--- config.mk ---
export PLATFORM = sky130hd
export DESIGN_NAME = combo_lock_core
export DESIGN_NICKNAME = d
export VERILOG_FILES = /design/src/rtl/combo_lock_core.sv
export SDC_FILE = /design/constraint.sdc
export NUM_CORES = 1
export LEC_CHECK = 0
export CAP_MARGIN = 10
export CORE_UTILIZATION = 48
export CTS_CLUSTER_SIZE = 40
export DETAILED_ROUTE_END_ITERATION = 16
export PLACE_DENSITY = 0.77
export SLEW_MARGIN = 20
export SYNTH_ARGS = -nofsm -noshare
export SYNTH_HDL_FRONTEND = slang
export SYNTH_SLANG_ARGS = --single-unit
--- constraint.sdc ---
create_clock -name clk -period 2.35 [get_ports clk]
set_input_delay 0.3525 -clock clk [delete_from_list [all_inputs] [get_ports clk]]
set_output_delay 0.3525 -clock clk [all_outputs]
set_load 0.005 [all_outputs]
--- src/rtl/combo_lock_core.sv ---
// combo_lock_core: digit-entry sequencer for a combination lock.
// Accepts one digit per strobe, compares a CODE_LEN-digit attempt with the
// stored code, and limits consecutive failures with a timed lockout.
// Optional feature macro: COMBO_LOCK_PROG_EN (reprogram the code while OPEN).
//
// state   | meaning
// --------+-----------------------------------------------------------------
// ENTER   | collecting the digits of an attempt
// OPEN    | correct code entered; waiting for relock (or new code digits)
// FAIL    | last attempt was wrong; next legal digit starts a new attempt
// LOCKOUT | too many consecutive failures; strobes ignored until timer ends
module combo_lock_core #(
    parameter int                            DIGIT_W        = 4,
    parameter int                            MAX_DIGIT      = 9,
    parameter int                            CODE_LEN       = 6,
    parameter logic [CODE_LEN*DIGIT_W-1:0]   CODE           = 24'h946222,
    parameter int                            MAX_TRIES      = 3,
    parameter int                            LOCKOUT_CYCLES = 1000
) (
    input  logic                            clk,
    input  logic                            rst_n,
    input  logic [DIGIT_W-1:0]              digit_i,
    input  logic                            digit_valid_i,
    input  logic                            relock_i,
    input  logic                            prog_i,
    output logic                            open_o,
    output logic                            fail_o,
    output logic                            lockout_o,
    output logic                            err_o,
    output logic [$clog2(CODE_LEN+1)-1:0]   pos_o,
    output logic [3:0]                      tries_left_o,
    output logic [DIGIT_W-1:0]              last_digit_o,
    output logic                            prog_done_o
);

    localparam int CODE_W = CODE_LEN * DIGIT_W;
    localparam int POS_W  = $clog2(CODE_LEN + 1);
    localparam int CNT_W  = (LOCKOUT_CYCLES > 1) ? $clog2(LOCKOUT_CYCLES) : 1;

    localparam logic [DIGIT_W-1:0] MAX_D      = DIGIT_W'(MAX_DIGIT);
    localparam logic [POS_W-1:0]   LAST_POS   = POS_W'(CODE_LEN - 1);
    localparam logic [3:0]         TRIES_INIT = 4'(MAX_TRIES);
    localparam logic [CNT_W-1:0]   CNT_LOAD   = CNT_W'(LOCKOUT_CYCLES - 1);

    typedef enum logic [1:0] {
        ST_ENTER   = 2'd0,
        ST_OPEN    = 2'd1,
        ST_FAIL    = 2'd2,
        ST_LOCKOUT = 2'd3
    } state_t;

    state_t               state_q, state_d;
    logic [POS_W-1:0]     pos_q, pos_d;
    logic                 match_q, match_d;
    logic [3:0]           tries_q, tries_d;
    logic [CNT_W-1:0]     cnt_q, cnt_d;
    logic                 open_q, open_d;
    logic                 fail_q, fail_d;
    logic                 lockout_q, lockout_d;
    logic                 err_q, err_d;
    logic [DIGIT_W-1:0]   last_q, last_d;

    logic [CODE_W-1:0]    code_q;
    logic [DIGIT_W-1:0]   exp_digit;
    logic                 digit_legal;
    logic                 attempt_ok;

`ifdef COMBO_LOCK_PROG_EN
    logic [CODE_W-1:0]    code_d;
    logic [CODE_W-1:0]    shadow_q, shadow_d;
    logic [CODE_W-1:0]    shift_in;
    logic                 prog_done_q, prog_done_d;
`endif

    // Select the stored code digit for the current entry position (first digit in the MSBs).
    always_comb begin
        exp_digit = '0;
        for (int i = 0; i < CODE_LEN; i++) begin
            if (pos_q == POS_W'(i)) begin
                exp_digit = code_q[(CODE_LEN-1-i)*DIGIT_W +: DIGIT_W];
            end
        end
    end

    assign digit_legal = (digit_i <= MAX_D);
    // Running match including the digit being strobed now, so the final digit decides in one edge.
    assign attempt_ok  = match_q && (digit_i == exp_digit);

    // Next-state and next-output logic for the sequencer.
    always_comb begin
        state_d   = state_q;
        pos_d     = pos_q;
        match_d   = match_q;
        tries_d   = tries_q;
        cnt_d     = cnt_q;
        open_d    = open_q;
        fail_d    = fail_q;
        lockout_d = lockout_q;
        err_d     = err_q;
        last_d    = last_q;
`ifdef COMBO_LOCK_PROG_EN
        code_d      = code_q;
        shadow_d    = shadow_q;
        prog_done_d = 1'b0;
        shift_in    = shadow_q << DIGIT_W;
        shift_in[DIGIT_W-1:0] = digit_i;
`endif
        case (state_q)
            // FAIL behaves like ENTER at position 0; the first legal digit clears fail_o.
            ST_ENTER, ST_FAIL: begin
                if (digit_valid_i) begin
                    if (!digit_legal) begin
                        err_d = 1'b1;
                    end else begin
                        err_d   = 1'b0;
                        fail_d  = 1'b0;
                        last_d  = digit_i;
                        state_d = ST_ENTER;
                        if (pos_q == LAST_POS) begin
                            pos_d   = '0;
                            match_d = 1'b1;
                            if (attempt_ok) begin
                                state_d = ST_OPEN;
                                open_d  = 1'b1;
                                tries_d = TRIES_INIT;
                            end else if (tries_q <= 4'd1) begin
                                state_d   = ST_LOCKOUT;
                                lockout_d = 1'b1;
                                fail_d    = 1'b1;
                                tries_d   = 4'd0;
                                cnt_d     = CNT_LOAD;
                            end else begin
                                state_d = ST_FAIL;
                                fail_d  = 1'b1;
                                tries_d = tries_q - 4'd1;
                            end
                        end else begin
                            pos_d   = pos_q + POS_W'(1);
                            match_d = attempt_ok;
                        end
                    end
                end
            end
            // Relock wins over a same-cycle digit; plain digits only update err_o.
            ST_OPEN: begin
                if (relock_i) begin
                    state_d = ST_ENTER;
                    open_d  = 1'b0;
                    pos_d   = '0;
                    match_d = 1'b1;
                end else if (digit_valid_i) begin
                    err_d = !digit_legal;
`ifdef COMBO_LOCK_PROG_EN
                    if (!prog_i) begin
                        pos_d = '0;
                    end else if (digit_legal) begin
                        last_d   = digit_i;
                        shadow_d = shift_in;
                        if (pos_q == LAST_POS) begin
                            code_d      = shift_in;
                            pos_d       = '0;
                            prog_done_d = 1'b1;
                        end else begin
                            pos_d = pos_q + POS_W'(1);
                        end
                    end
`endif
                end
            end
            // Strobes are ignored entirely while the lockout timer runs.
            ST_LOCKOUT: begin
                if (cnt_q == '0) begin
                    state_d   = ST_ENTER;
                    lockout_d = 1'b0;
                    fail_d    = 1'b0;
                    tries_d   = TRIES_INIT;
                end else begin
                    cnt_d = cnt_q - CNT_W'(1);
                end
            end
            default: begin
                state_d = ST_ENTER;
            end
        endcase
    end

    // State and registered outputs; reset drops any partial entry.
    always_ff @(posedge clk or negedge rst_n) begin
        if (!rst_n) begin
            state_q   <= ST_ENTER;
            pos_q     <= '0;
            match_q   <= 1'b1;
            tries_q   <= TRIES_INIT;
            cnt_q     <= '0;
            open_q    <= 1'b0;
            fail_q    <= 1'b0;
            lockout_q <= 1'b0;
            err_q     <= 1'b0;
            last_q    <= '0;
        end else begin
            state_q   <= state_d;
            pos_q     <= pos_d;
            match_q   <= match_d;
            tries_q   <= tries_d;
            cnt_q     <= cnt_d;
            open_q    <= open_d;
            fail_q    <= fail_d;
            lockout_q <= lockout_d;
            err_q     <= err_d;
            last_q    <= last_d;
        end
    end

`ifdef COMBO_LOCK_PROG_EN
    // Programmable code register; reset restores the built-in combination.
    always_ff @(posedge clk or negedge rst_n) begin
        if (!rst_n) begin
            code_q      <= CODE;
            shadow_q    <= '0;
            prog_done_q <= 1'b0;
        end else begin
            code_q      <= code_d;
            shadow_q    <= shadow_d;
            prog_done_q <= prog_done_d;
        end
    end

    assign prog_done_o = prog_done_q;
`else
    logic unused_prog;

    assign code_q      = CODE;
    assign prog_done_o = 1'b0;
    assign unused_prog = prog_i;
`endif

    assign open_o       = open_q;
    assign fail_o       = fail_q;
    assign lockout_o    = lockout_q;
    assign err_o        = err_q;
    assign pos_o        = pos_q;
    assign tries_left_o = tries_q;
    assign last_digit_o = last_q;

endmodule

==> summary.txt <==
status - complete, but fails checks
failing checks - negative setup slack
DRC Markers - 0
Multi-input gate area - 843 um2
Final Util - 0.681
Worst Path Required - 2630 ps
area share of the largest cell type after synthesis - 0.400
CTS sink count - 28
register area - 704 um2
Setup crit end kind - flop
via count - 1,431
wire per inst - 14.4 um
CTS tree - done
maximum fanout along the worst path - 4
Post-Syn Instances - 166
CTS Buf Count - 3
Placed Cells - 249
CTS max path bufs - 2
maximum VDD drop - 508 uV
antenna violations before repair - 0
clk_skew - 1.91 ps
FILL cells - 248
final WL - 3700 um
largest net degree at the start of global routing - 29
register bit total from synthesis - 28
final setup margin - -186 ps
FP Rows - 20
Final setup violation count - 17
DP HPWL - 2770 um
Period minus WS final - 2540 ps
Routed Antenna Nets - 0
Antenna Cells - 0
distinct cell type count after synthesis - 46
top post-synthesis cells by area - dfrtp_1 40%, dfstp_2 5.0%, nand2_1 4.3%
total grt overflow - 0
Pwr Density - 748 mW/mm2
die area - 0.00349 mm2
share of layout cells above drive strength 1 - 0.245
dpl ws - -178 ps
Leakage - 0.000949 uW
Die X - 59.1 um
Initial Util - 0.508
Vias/cell - 5.59
TritonRoute pass-1 iters - 4
Area Overhead vs Synth - 34.0%
DR iter-0 viols - 71
dominant cell type by area after synthesis - dfrtp_1
Synth Warn # - 0
Final period util - 1.08
nets - 226
max-slew violation count - 0
Non-Filler Instances - 256
Crit Path Class - reg -> reg
GRT Util Overall - 0.225
Avg Cell Area, Syn - 9.42 um2
sequential fraction of the synthesis area - 0.450
H-tree levels - 1
worst r2r src - cnt_q[6]$_DFFE_PN0P_
startpoint types - flop
worst setup path startpoint - cnt_q[6]$_DFFE_PN0P_
max cap viols - 0
clock-pin slew on the worst setup and hold paths - 150 ps
PortBufs - 22
Post-Syn Area - 0.00156 mm2
number of I/O pins - 25
syn_nets - 179
highest clock rate - 0.394 GHz
core area - 0.00308 mm2
die span in y - 59.1 um
CTS Root Cell - clkbuf_4
RSZ-0062 raised after global routing - yes
vias in the first global route - 1,415
routability cong. - 0.859
Clock Latency Late Sink - 330 ps
# hold bufs at CTS - 0
Hold Crit Class - in -> async
global-route wire length before repair - 5990 um
Hold Violations, Final - 0
arrival time at the worst endpoint - 2820 ps
==> layout make-up <==
type | instances | area share
Timing Repair Buffer | 48 | 0.202
Clock buffer | 4 | 0.0173
Sequential cell | 28 | 0.336
Inverter | 9 | 0.0161
Multi-Input combinational cell | 123 | 0.402
Tap cell | 44 | 0.0263
==> state kept, by name, summed over array words and instances, names as in the netlist <==
signal,flops
lockout_o,1
cnt_q,10
last_digit_o,4
pos_o,3
open_o,1
err_o,1
fail_o,1
state_q,2
tries_left_o,4
match_q,1
==> worst max-delay path, stage by stage (launching register included) <==
cell and delay [ps]:
dfrtp_1 410, or4_4 540, or3b_4 400, o311a_4 350, buf_4 150, buf_6 110
or2_4 250, nor3_4 110, o22a_1 160
==> per-stage QoR <==
stage          TNS (ps)  total power, uW  area (um2)  hold WS, ps
2_1_floorplan     -13.5              992        1560         56.9
3_3_place_gp       -665             1270        1990          483
3_5_place_dp      -1510             1300        1990          483
4_1_cts           -1560             1560        2060          386
5_1_grt           -3140             1660        2100          407
6_report          -1760             1570        2100          368
==> repair_timing <==
item / CTS / global route
pin swaps: 5 / 4
setup buffers: 2 / 1
gates resized for setup: 6 / 7
endpoints found under the setup margin: 17 / 18
==> path summary, 6_finish.rpt <==
kind	to	slack (ps)	depth (start not counted)
setup / recovery	state_q[0]$_DFFE_PN0P_	-190	8
hold / removal	cnt_q[5]$_DFFE_PN0P_	370	2
setup reg to reg	state_q[0]$_DFFE_PN0P_	-190	8
hold reg to reg	cnt_q[2]$_DFFE_PN0P_	510	1
max in group asynchronous	tries_left_o[1]$_DFFE_PN1P_	1660	2
min in group clk	cnt_q[2]$_DFFE_PN0P_	510	1
==> cells in the final DEF, fill, tap and decap left out, types with 2 or more instances in the layout <==
cell,n
dfrtp_1,25
buf_4,24
clkdlybuf4s50_1,22
nand2_1,16
nor2_1,13
a21oi_1,12
inv_1,9
nor3_1,6
xnor2_1,6
o21ai_0,5
o21ai_1,5
nor4_1,4
or3_1,4
mux2_2,4
nand3_1,4
ha_1,4
o31ai_1,3
nor2b_1,3
clkbuf_4,3
dfstp_2,3
and3_1,2
o21ai_2,2
nor3_4,2
o211a_1,2
nand2_2,2
buf_6,2
==> cell usage after synthesis (all sizes together) <==
cell,number
conb,1
ha,4
and3b,1
mux2,4
mux2i,1
nor3b,1
or2,2
o31ai,3
nand2,18
nand3,4
o22a,1
or3,4
and3,2
nor4b,1
or3b,1
o22ai,1
xnor2,6
and4,1
and2,1
o21ai,12
o41ai,1
nand3b,1
nor2b,3
nor3,8
dfrtp,25
buf,2
nor4,4
nand4,1
a211oi,2
a41oi,1
o311a,1
dfstp,3
o211a,2
inv,9
a21oi,13
nor2,13
o21a,1
clkbuf,4
o32a,1
or4,2
==> routing by layer <==
metal | global-route usage | vias up | routed length, um
li1 | - | 686 | -
met1 | 0.271 | 695 | 1540
met2 | 0.432 | 40 | 1980
met3 | 0.0218 | 10 | 116
met4 | 0.0476 | 0 | 60
met5 | 0 | - | 0
==> where the power goes <==
group	internal, uW	switching, uW	total, uW	leakage, uW
logic	338	324	662	0.000577
registers	588	75.5	664	0.000351
clock network	94.9	147	242	0.0000210
total	1020	547	1570	0.000949
==> cell families after synthesis <==
family          share of synthesized area
simple gates                        0.230
fa+ha+maj                          0.0320
buf+inv                            0.0384
compound gates                      0.170
xor+xnor                           0.0336
other cells                       0.00240
flops                               0.450
mux                                0.0432
Note: power is estimated with default switching activity, not from simulation.
